**src/rtl/ofdm_sym_sched.sv**
```systemverilog
// OFDM symbol scheduler feeding add_cp.
// Pulls N_FFT samples per symbol, leaves CP_LEN idle cycles, IFG after each frame.
module ofdm_sym_sched #(
  parameter int W             = 12,
  parameter int N_FFT         = 1024,
  parameter int CP_LEN        = 32,
  parameter int SYM_PER_FRAME = 8,
  parameter int IFG_LEN       = 64,
  localparam int SW = (SYM_PER_FRAME > 1) ? $clog2(SYM_PER_FRAME) : 1
) (
  input  logic          clk,
  input  logic          rst,
  input  logic          start,
  input  logic          abort,
  input  logic          src_valid,
  output logic          src_ready,
  input  logic [W-1:0]  src_real,
  input  logic [W-1:0]  src_imag,
  output logic          osop,
  output logic          oval,
  output logic [W-1:0]  out_real,
  output logic [W-1:0]  out_imag,
  output logic [SW-1:0] sym_idx,
  output logic          busy,
  output logic          frame_done,
  output logic          underrun
);

  localparam int MX1 = (N_FFT > CP_LEN) ? N_FFT : CP_LEN;
  localparam int MX  = (MX1 > IFG_LEN) ? MX1 : IFG_LEN;
  localparam int CW  = (MX > 1) ? $clog2(MX) : 1;

  localparam logic [CW-1:0] N_LAST = CW'(N_FFT - 1);
  localparam logic [CW-1:0] C_LAST = CW'(CP_LEN - 1);
  localparam logic [CW-1:0] I_LAST = CW'(IFG_LEN - 1);
  localparam logic [SW-1:0] S_LAST = SW'(SYM_PER_FRAME - 1);

  typedef enum logic [1:0] {
    IDLE,
    DATA,
    GAP,
    IFG
  } state_t;

  state_t        state;
  logic [CW-1:0] cnt;
  logic          pend;

  assign src_ready = (state == DATA);

  always_ff @(posedge clk or posedge rst) begin
    if (rst) begin
      state      <= IDLE;
      cnt        <= '0;
      sym_idx    <= '0;
      pend       <= 1'b0;
      osop       <= 1'b0;
      oval       <= 1'b0;
      out_real   <= '0;
      out_imag   <= '0;
      busy       <= 1'b0;
      frame_done <= 1'b0;
      underrun   <= 1'b0;
    end else begin
      osop       <= 1'b0;
      oval       <= 1'b0;
      out_real   <= '0;
      out_imag   <= '0;
      frame_done <= 1'b0;
      if (abort && state != IDLE) begin
        state   <= IDLE;
        cnt     <= '0;
        sym_idx <= '0;
        pend    <= 1'b0;
        busy    <= 1'b0;
      end else begin
        if (start && state != IDLE)
          pend <= 1'b1;
        unique case (state)
          IDLE: begin
            if (start) begin
              state   <= DATA;
              cnt     <= '0;
              sym_idx <= '0;
              busy    <= 1'b1;
            end else begin
              busy    <= 1'b0;
            end
          end
          DATA: begin
            // a missing sample becomes zero so the symbol slot never stretches
            oval <= 1'b1;
            osop <= (cnt == '0);
            if (src_valid) begin
              out_real <= src_real;
              out_imag <= src_imag;
            end else begin
              underrun <= 1'b1;
            end
            if (cnt == N_LAST) begin
              state <= GAP;
              cnt   <= '0;
            end else begin
              cnt <= cnt + 1'b1;
            end
          end
          GAP: begin
            if (cnt == C_LAST) begin
              cnt <= '0;
              if (sym_idx == S_LAST) begin
                state <= IFG;
              end else begin
                sym_idx <= sym_idx + 1'b1;
                state   <= DATA;
              end
            end else begin
              cnt <= cnt + 1'b1;
            end
          end
          IFG: begin
            if (cnt == I_LAST) begin
              frame_done <= 1'b1;
              cnt        <= '0;
              sym_idx    <= '0;
              // a start landing on this very cycle still chains the next frame
              if (pend || start) begin
                state <= DATA;
                pend  <= 1'b0;
              end else begin
                state <= IDLE;
              end
            end else begin
              cnt <= cnt + 1'b1;
            end
          end
          default: state <= IDLE;
        endcase
      end
    end
  end

endmodule

```
**config.mk**
```make
export PLATFORM = sky130hd
export DESIGN_NAME = ofdm_sym_sched
export DESIGN_NICKNAME = d
export VERILOG_FILES = /design/src/rtl/ofdm_sym_sched.sv
export SDC_FILE = /design/constraint.sdc
export NUM_CORES = 1
export LEC_CHECK = 0
export BUFFER_PORTS_ARGS = -buffer_cell sky130_fd_sc_hd__buf_4
export CAP_MARGIN = 20
export CORE_UTILIZATION = 30
export CTS_BUF_LIST = sky130_fd_sc_hd__clkbuf_4 sky130_fd_sc_hd__clkbuf_8
export DETAILED_ROUTE_END_ITERATION = 10
export PLACE_DENSITY_LB_ADDON = 0.05
export SLEW_MARGIN = 20
export SYNTH_ARGS = -nofsm -noshare
export SYNTH_HDL_FRONTEND = slang
export SYNTH_SLANG_ARGS = --single-unit
```
**constraint.sdc**
```tcl
create_clock -name clk -period 1.5 [get_ports clk]
set_input_delay 0.225 -clock clk [delete_from_list [all_inputs] [get_ports clk]]
set_output_delay 0.225 -clock clk [all_outputs]
set_load 0.02 [all_outputs]
```
==> metrics.md, run 1 <==
| Metric | Value |
|---|---|
| Max_slew headroom | 78.1% |
| Height of the chip | 84.5 µm |
| Gate power share | ~17% |
| Worst Setup SP | cnt[6] |
| DR pass1 iterations | 7 |
| Leakage | roughly 1.5 nW |
| Leading cell types in the layout, fill and taps excluded | 88 x buf_4, 42 x dfrtp_1, 25 x and3_1 |
| DR DRC count | 9 |
| Worst-path clk slew | 90 ps |
| Status | finished, violations left |
| Clock sinks | 45 |
| Die W | 84.5 µm |
| Worst reg2reg path depth | 5 |
| Distinct cell type count after synthesis | 46 |
| Proportion of power drawn by flip-flops and latches | 48.9% |
| Ys Warns | 0 |
| Hold Slack | between 150 and 200 ps |
| Hold WC Path Type | input port to register |
| Syn avg cell area | between 10 and 15 µm² |
| N_diodes | 0 |
| Mapped Cells | 184 |
| Clock skew | 7.56 ps |
| WP depth | 5 |
| DIE AREA | 7140 µm² |
| Layout Nets | about 300 |
| Worst skew pair latency | 300 ps |
| Synth Cell Area | ~2000 µm² |
| Fmax | 637 MHz |
| RSZ-0062 raised after global routing | yes |
| DRT Wirelength | 5090 µm |
| Grt met1 use | 19.8% |
| # H-tree levels | 2 |
| Worst vdd ir | 0.000376 V |
| Post-route ant nets | 0 |
| Initial antenna violation count | 0 |
| Final hold violation count | 0 |
| M3 GR Usage | 3.24% |
| First-pass GRT wire length | 8250 µm |
| CP cell instances | nor4_4 -> buf_4 -> a31oi_4 -> o2111ai_2 -> o211ai_1 |
| Root Driver | clkbuf_8 |
| Ports | 62 |
| Ranking of synthesized cells by area | dfrtp_1 55%, and3_1 7.7%, nand2_1 3.9%, o21ai_0 2.7%, ha_1 2.5% |
| All-Layer GR Usage | roughly 15% |
| Commonest non-fill, non-tap cell in the layout | buf_4 |
| Flop2flop setup slack | -70 ps |
| Vias in the first global route | roughly 1,600 |
| Clock network power share | 33.9% |
| Slowest stage delay, CP | between 400 and 500 ps |
| Area Overhead vs Synth | 48.0% |
| Final cycle utilization of the critical path | 105% |
| Yosys reg bits | 45 |
| Vias per inst | 4.90 |
| Critical path type | register to register |
| Port Buffer Count | 61 |
| Core Region | approximately 6500 µm² |
| GP Congestion | about 0.8 |
| Top delay family on crit path | compound AO/OA/AOI/OAI gates |
| Failing checks | design-rule violations, negative setup slack |
| Final Slew Violations | 0 |
| Reg-to-Reg Start | cnt[6] |
| Final core utilization | between 40 and 50% |
| Max Cap Viol | 0 |
| Setup WS post-layout | -69.1 ps |
| Synthesized net count | 217 |
| Final setup violation count | 9 |
| Met2 usage | 23.9% |
| CTS tree | done |
| Post-DP HPWL | 3420 µm |
| Worst Setup End Kind | register |
| Switching part of the total | 25.4% |
| PwrDens | 869 nW/µm² |
| Cell Rows | 29 |
| Gr ovfl total | 0 |
| DR vias | about 1,700 |
| CP max FO | 7 |
| DRT iter0 DRCs | 69 |
| CP max stage cell | dfrtp_1 |
| Sequential-to-total area share from yosys stat | 55.1% |
| Minimum clock period | 1570 ps |
| Worst Path Arrival | approximately 1800 ps |
| Switching power | 0.000668 W |
| Largest net degree at the start of global routing | 46 |
| Total CTS buffers | 5 |
| CP startpoint kind | register |
| Gr busiest metal | met2 |
| Initial Util | 31.6% |
| Worst R2R End | cnt[6] |
| WP buf/inv | 1 |
| CTS Buffer Depth | 2 |
| Routed WL per cell | ~15 µm |
| Critical path endpoint | cnt[6] |
| Total Power Consumption | 0.00263 W |
| Post-synth top area cell | dfrtp_1 |
| DP Worst Slack | -235 ps |
| Synth top area share | 55.1% |
| Share of cells above drive strength 1 | just under 50% |
| Worst EP required | ~1700 ps |
| Worst Max-Slew Pin Slew | 327 ps |
| Design internal power | 0.00196 W |
[cell families after synthesis]
group / count (synthesis) / synth area share (%)
muxes: 3 / 1.78
adders and majority gates: 4 / 2.45
AOI/OAI and AO/OA: 32 / 12.0
buffers and inverters: 17 / 3.86
DFF: 45 / 55.1
xor gates and xnor gates: 3 / 1.29
and+or+nand+nor: 80 / 23.5
[worst register-to-register path, delay by kind of cell, from the launching register on]
kind / cells / cell delay (ps)
compound gates: 3 / 450
simple gates: 1 / 390
flops: 1 / 430
buf+inv: 1 / 190
[flip-flops by register name, summed over array words and instances (netlist names)]
name	flops
frame_done	1
busy	1
osop	1
sym_idx	3
state	2
underrun	1
oval	1
out_real	12
out_imag	12
pend	1
cnt	10
[cell usage after synthesis, drive strengths merged]
master and number:
dfrtp 45, and3 25, nand2 22, o21ai 12, buf 7, nor3 7
inv 6, clkbuf 4, ha 4, nand3 4, nor2 4, nor2b 4
and4 3, nand4 3, nor4 3, o211ai 3, o22ai 3, a21oi 2
a22o 2, a31oi 2, mux2 2, o21bai 2, xnor2 2, a211o 1
a21boi 1, a221oi 1, and2 1, mux2i 1, nand2b 1, o2111ai 1
o211a 1, o21a 1, or2 1, or2b 1, or3b 1, xor2 1
[worst min-delay path by stage]
stage,start,slack (ps),end,cells past startpoint
finish,src_real[9],170,out_real[9],2
global route,src_imag[8],150,out_imag[8],2
CTS,src_imag[2],160,out_imag[2],2
detailed placement,rst,300,out_imag[3],3
global placement,rst,300,busy,3
floorplan,start,350,busy,2
[metal layers]
layer / share of wire, % / up-vias / routed length (µm)
li1: - / 826 / -
met3: 6.8 / 9 / 348
met4: 1.4 / 0 / 69
met5: 0 / - / 0
met1: 42 / 812 / 2160
met2: 49 / 69 / 2520
[final cells by class]
type	count	area [µm²]
inverters	6	22.5
multi-input cells	122	937
repair buffers	93	733
flip-flops and latches	45	1130
clock buffers	5	68.8
clock inverters	2	35.0
fillers	618	3440
well taps	77	96.3
[power by group through the flow]
stage               combinational (W)  clock, W  sequential (W)
detailed placement           0.000423         0         0.00131
CTS                          0.000437  0.000934         0.00129
floorplan                    0.000172         0         0.00135
global route                 0.000495  0.000981         0.00129
global placement             0.000427         0         0.00131
finish                       0.000451  0.000891         0.00129
[what timing repair did]
item,4_1_cts,5_1_grt
gates resized for setup,8,13
pin swaps,13,7
endpoints found under the setup margin,13,16
hold buffers,1,0
buffers inserted,4,4
endpoints found under the hold margin,45,0
[per-stage QoR]
| stage | TNS [ps] | cell area (µm²) | instances |
|---|---|---|---|
| final | -347 | 3020 | 350 |
| after global routing | -1230 | 3020 | 350 |
| after CTS | -120 | 2950 | 346 |
| after detailed placement | -1810 | 2770 | 334 |
| after global placement | -1370 | 2770 | 334 |
| after floorplan | -68.4 | 2080 | 184 |
Power figures use the tool's default switching activity.
==> run 2, diff against run 1 <==
- PLACE_DENSITY: unset -> 0.54
- PLACE_DENSITY_LB_ADDON: 0.05 -> unset
- REMOVE_ABC_BUFFERS: unset -> 1
- SETUP_SLACK_MARGIN: unset -> 0.5
==> run 2 against run 1 <==
The run still ends with design-rule violations, negative setup slack left. Die area unchanged. Sequential cell count unchanged. Sequential share of layout area is 5.4 points lower. Highest routed layer unchanged. Cell count up 5.1%. Sequential power barely moved. Worst hold slack improved by 2.6 ps. Clock power fell by 11%. Global-route usage grew 0.79 points. First-iteration DRC count grew 64%. Via count is 4.8% higher. Largest cell class unchanged. Final area increased by 17%.
==> metrics.md, run 2 (synthesis results as in run 1) <==
| Metric | Value |
|---|---|
| CTS Buffer Depth | 2 |
| Clock sinks | 45 |
| DR vias | 1,798 |
| Initial Util | 31.6% |
| Biggest regs | out_imag (12), out_real (12), cnt (10) |
| Worst skew pair latency | 310 ps |
| Post-DP Area | ~2800 µm² |
| Worst vdd ir | 0.000525 V |
| Fillcell total | 575 |
| Post-route ant nets | 0 |
| Critical path type | register to register |
| Core Region | about 6500 µm² |
| PwrDens | between 700 and 800 nW/µm² |
| Status | finished, violations left |
| Hold WC Path Type | input port to register |
| Leakage | 1.68 nW |
| Gr ovfl total | 0 |
| Clock network power share | 29.1% |
| DRT Wirelength | 5760 µm |
| Max Cap Viol | 0 |
| N_diodes | 0 |
| Share of cells above drive strength 1 | around three fifths |
| Ports | 62 |
| Commonest non-fill, non-tap cell in the layout | buf_6 |
| Port Buffer Count | 61 |
| Worst Setup End Kind | register |
| Worst Max-Slew Pin Slew | 318 ps |
| First-pass GRT wire length | 8670 µm |
| Fin Setup TNS | -229 ps |
| Worst-path clk slew | approximately 90 ps |
| Fmax | approximately 620 MHz |
| Final core utilization | 54.7% |
| Largest net degree at the start of global routing | 46 |
| Worst EP required | approximately 1700 ps |
| Clock skew | 8.42 ps |
| Post-DP HPWL | 3290 µm |
| DIE AREA | 7140 µm² |
| Die W | 84.5 µm |
| Root Driver | clkbuf_8 |
| Final cycle utilization of the critical path | 107% |
| Cell Rows | 29 |
| Design internal power | 0.00194 W |
| Vias per inst | around 4.9 |
| Final hold violation count | 0 |
| Switching part of the total | 28.3% |
| Vias in the first global route | around 1,800 |
| Gate power share | 23.1% |
| Proportion of power drawn by flip-flops and latches | between 40% and 50% |
| GP Congestion | 0.853 |
| Height of the chip | 84.5 µm |
| DRT iter0 DRCs | 113 |
| Layout Nets | 323 |
| All-Layer GR Usage | 15.6% |
| RSZ-0062 raised after global routing | yes |
| CP max FO | 7 |
| Failing checks | design-rule violations, negative setup slack |
| Switching power | 0.000767 W |
| Final setup violation count | 7 |
| Minimum clock period | 1600 ps |
| DR pass1 iterations | 7 |
| Total Power Consumption | around 0.0027 W |
| Area Overhead vs Synth | 72.9% |
| Setup WS post-layout | -104 ps |
| CTS tree | done |
| Max_slew headroom | 78.8% |
| Total CTS buffers | 5 |
| DR DRC count | 2 |
| Initial antenna violation count | 0 |
| # H-tree levels | 2 |
| CP startpoint kind | register |
| Routed WL per cell | 15.7 µm |
| Leading cell types in the layout, fill and taps excluded | 53 x buf_6, 51 x buf_4, 43 x dfrtp_1 |
| Final Slew Violations | 0 |
| Worst Path Arrival | 1820 ps |
| Finished Cell Area | ~3500 µm² |
## run 2: cell types whose count changed in the layout (fill, tap and decap cells not counted), sizes merged
cell      before  now
buf           92  107
clkbuf         5    7
inv            5    7
bufinv         1    0
clkinv         2    1
clkinvlp       0    1
## run 2: layer usage
metal / share of wire [%] / up-vias / track usage (%)
met3: 3.3 / 14 / 3.34
li1: - / 865 / -
met4: 2.5 / 0 / 6.01
met1: 41 / 879 / 19.0
met2: 53 / 40 / 27.2
met5: 0 / - / 0
## run 2: metrics by stage
step,hold WS [ps],setup slack (ps),cells
CTS,146,-17.8,352
finish,168,-104,368
global placement,286,-103,334
global route,157,-162,368
detailed placement,286,-131,334
floorplan,288,-198,173
## run 2: worst max-delay path: stages, from the launching register on
cell      delay, ps
dfrtp_1         390
ha_2            190
and4_4          160
buf_6           130
a31oi_4         310
nor2_4           90
o211ai_1        240
## run 2: path summary, 6_finish.rpt
check / startpoint / end / slack (ps) / cells after the start
worst min-delay path: abort / state[1] / 170 / 2
max in group asynchronous: rst / cnt[9] / 760 / 4
worst max-delay path: cnt[1] / cnt[6] / -100 / 6
worst min register to register: underrun / underrun / 510 / 1
worst max register to register: cnt[1] / cnt[6] / -100 / 6
min in group asynchronous: rst / out_imag[6] / 510 / 4
## run 2: what timing repair did
| action | CTS | global route |
|---|---|---|
| buffers inserted | 9 | 14 |
| pin swaps | 20 | 29 |
| resized for setup | 97 | 24 |
| endpoints found under the hold margin | 45 | 0 |
| setup endpoints to repair | 78 | 78 |
| gates cloned | 0 | 2 |
| hold buffers | 1 | 0 |
## run 2: layout make-up
class,instances,area (µm²),share of cell area [%]
Clock buffer,5,68.8,1.95
Inverter,6,27.5,0.780
Tap cell,77,96.3,2.73
Multi-Input combinational cell,122,1090,30.8
Timing Repair Buffer,110,1100,31.1
Clock inverter,3,21.3,0.602
Sequential cell,45,1130,32.0
## run 2: power groups by stage
stage | Sequential (W) | Clock, W | Combinational [W]
after floorplan | 0.00136 | 0 | 0.000148
after global routing | 0.00130 | 0.000854 | 0.000673
after CTS | 0.00129 | 0.000823 | 0.000519
after global placement | 0.00131 | 0 | 0.000421
final | 0.00129 | 0.000789 | 0.000626
after detailed placement | 0.00131 | 0 | 0.000422
==> run 3, diff against run 2 <==
- CELL_PAD_IN_SITES_DETAIL_PLACEMENT: unset -> 1
- CELL_PAD_IN_SITES_GLOBAL_PLACEMENT: unset -> 1
- PLACE_DENSITY: 0.54 -> 0.67
==> run 3 against run 2 <==
The flow finishes with violations (negative setup slack). Worst hold slack better by 22 ps. Combinational power up 11%. Cell count up 1.6%. Via count rose by 7.7%. Sequential share of layout area down 0.75 points. Worst setup slack improved by 70 ps. Critical path depth unchanged. Count of clock-buffer cells in the layout up 1. Clock power shrank 0.5%. Non-clock buffer count increased by 6. First-iteration DRC count fell by 49%. Core utilization grew 1.2 points.
==> metrics.md, run 3 (synthesis results as in run 1) <==
| Metric | Value |
|---|---|
| Final cycle utilization of the critical path | 102% |
| DR DRC count | 0 |
| Status | finished, violations left |
| Fin cells | 374 |
| Final setup violation count | 26 |
| Fillcell total | 668 |
| Commonest non-fill, non-tap cell in the layout | buf_4 |
| Leading cell types in the layout, fill and taps excluded | 58 x buf_4, 48 x buf_6, 45 x dfrtp_1 |
| Share of cells above drive strength 1 | a little over three fifths |
| Failing checks | negative setup slack |
| Height of the chip | 84.5 µm |
| PwrDens | 769 nW/µm² |
| Final hold violation count | 0 |
| CP startpoint kind | register |
| Hold path start | src_imag[3] |
| DR vias | 1,936 |
| Max Cap Viol | 0 |
| CTS Buffer Depth | 2 |
| Initial antenna violation count | 0 |
| Biggest regs | out_imag (12), out_real (12), cnt (10) |
| Core Region | 6460 µm² |
| CTS tree | done |
| Hold Crit Endpoint | out_imag[3] |
| Leakage | roughly 1.7 nW |
| Setup WS post-layout | -34.4 ps |
| Critical path type | register to register |
| Worst vdd ir | around 0.0005 V |
| Final Slew Violations | 0 |
| GP Congestion | between 0.7 and 0.8 |
| Vias in the first global route | 2,179 |
| Total CTS buffers | 5 |
| DR pass1 iterations | 4 |
| Clock sinks | 45 |
| Worst Max-Slew Pin Slew | 323 ps |
| Port Buffer Count | between 60 and 70 |
| Reg-to-Reg Start | state[1] |
| Flop2flop setup slack | -30 ps |
| Cell Rows | 29 |
| Register area | ~1100 µm² |
| Largest net degree at the start of global routing | 46 |
| Post-DP HPWL | between 3000 and 4000 µm |
| DP Worst Slack | -93.5 ps |
| Max_slew headroom | between 70% and 80% |
| Gr ovfl total | 0 |
| All-Layer GR Usage | 20.1% |
| Routed WL per cell | around 18 µm |
| Post-route ant nets | 0 |
| Area occupied by multi-input gates | 1090 µm² |
| Clock skew | a little over 9 ps |
| Hold WC Path Type | input port to register |
| Worst Path Arrival | 1770 ps |
| Vias per inst | 5.18 |
| CP max FO | 6 |
| Ports | 62 |
| Worst Setup End Kind | register |
| Initial Util | 31.6% |
| RSZ-0062 raised after global routing | yes |
| DRT iter0 DRCs | 58 |
| Worst-path clk slew | 90 ps |
| # H-tree levels | 2 |
| Fmax | around 650 MHz |
| Die W | 84.5 µm |
| Root Driver | clkbuf_8 |
| Hold Path Depth | 2 |
| Worst reg2reg path depth | 6 |
| Inst Count DP | 342 |
| Worst EP required | around 1700 ps |
| Layout Nets | 329 |
| DRT Wirelength | 6860 µm |
| Area Overhead vs Synth | 76.7% |
| Worst skew pair latency | 300 ps |
| Minimum clock period | 1530 ps |
| N_diodes | 0 |
| First-pass GRT wire length | 10,900 µm |
| DIE AREA | 7140 µm² |
| Worst R2R End | out_real[3] |
run 3: how the worst max path moves through the flow:
stage / startpoint / depth (start not counted) / slack [ps] / endpoint
after floorplan: sym_idx[0] / 6 / -200 / sym_idx[0]
after global placement: sym_idx[0] / 6 / -70 / sym_idx[0]
after detailed placement: sym_idx[0] / 6 / -90 / sym_idx[0]
after CTS: cnt[1] / 6 / -20 / sym_idx[0]
after global routing: cnt[0] / 6 / -100 / sym_idx[0]
final: state[1] / 6 / -30 / out_real[3]
run 3: repair_timing:
action | in CTS | in global routing
pin swaps | 25 | 28
cloned | 4 | 0
hold buffers | 1 | 0
gates resized for setup | 109 | 10
buffers inserted | 16 | 3
endpoints found under the hold margin | 45 | 0
endpoints found under the setup margin | 78 | 78
run 3: layout make-up:
type	count	area share [%]
clock inverter	2	0.416
inverter	6	0.832
clock buffer	6	2.12
sequential	45	31.2
multi-input combinational	122	30.4
tap	77	2.67
timing repair buffer	116	32.4
run 3: metrics by stage:
step           TNS, ps  total power, W  utilization, %  hold slack, ps  cell area [µm²]
2_1_floorplan     -767         0.00151               -             288             1990
3_3_place_gp      -258         0.00174            43.3             287             2800
3_5_place_dp      -553         0.00175            43.3             292             2800
4_1_cts          -20.3         0.00275            54.8             180             3540
5_1_grt          -1280         0.00288            55.9             174             3610
6_report          -309         0.00277            55.9             190             3610
run 3: worst max-delay path, cell delays in order (launching register included):
cell and delay [ps]:
dfrtp_1 420, or3b_4 430, buf_6 150, inv_8 70
buf_12 110, buf_16 110, and3_4 180
run 3: per-layer routing:
| layer | vias up | wire length (µm) | global-route usage, % | part of all wire, % |
|---|---|---|---|---|
| li1 | 882 | - | - | - |
| met1 | 976 | 2500 | 21.0 | 36 |
| met2 | 66 | 3730 | 37.4 | 54 |
| met3 | 12 | 501 | 7.28 | 7.3 |
| met4 | 0 | 127 | 6.16 | 1.9 |
| met5 | - | 0 | 0 | 0 |
run 3: power by group:
group / internal, W / switching [W] / leakage [nW]
Clock: 0.000347 / 0.000438 / 0.0408
Combinational: 0.000376 / 0.000316 / 1.07
Sequential: 0.00126 / 0.0000317 / 0.610
Total: 0.00199 / 0.000786 / 1.72
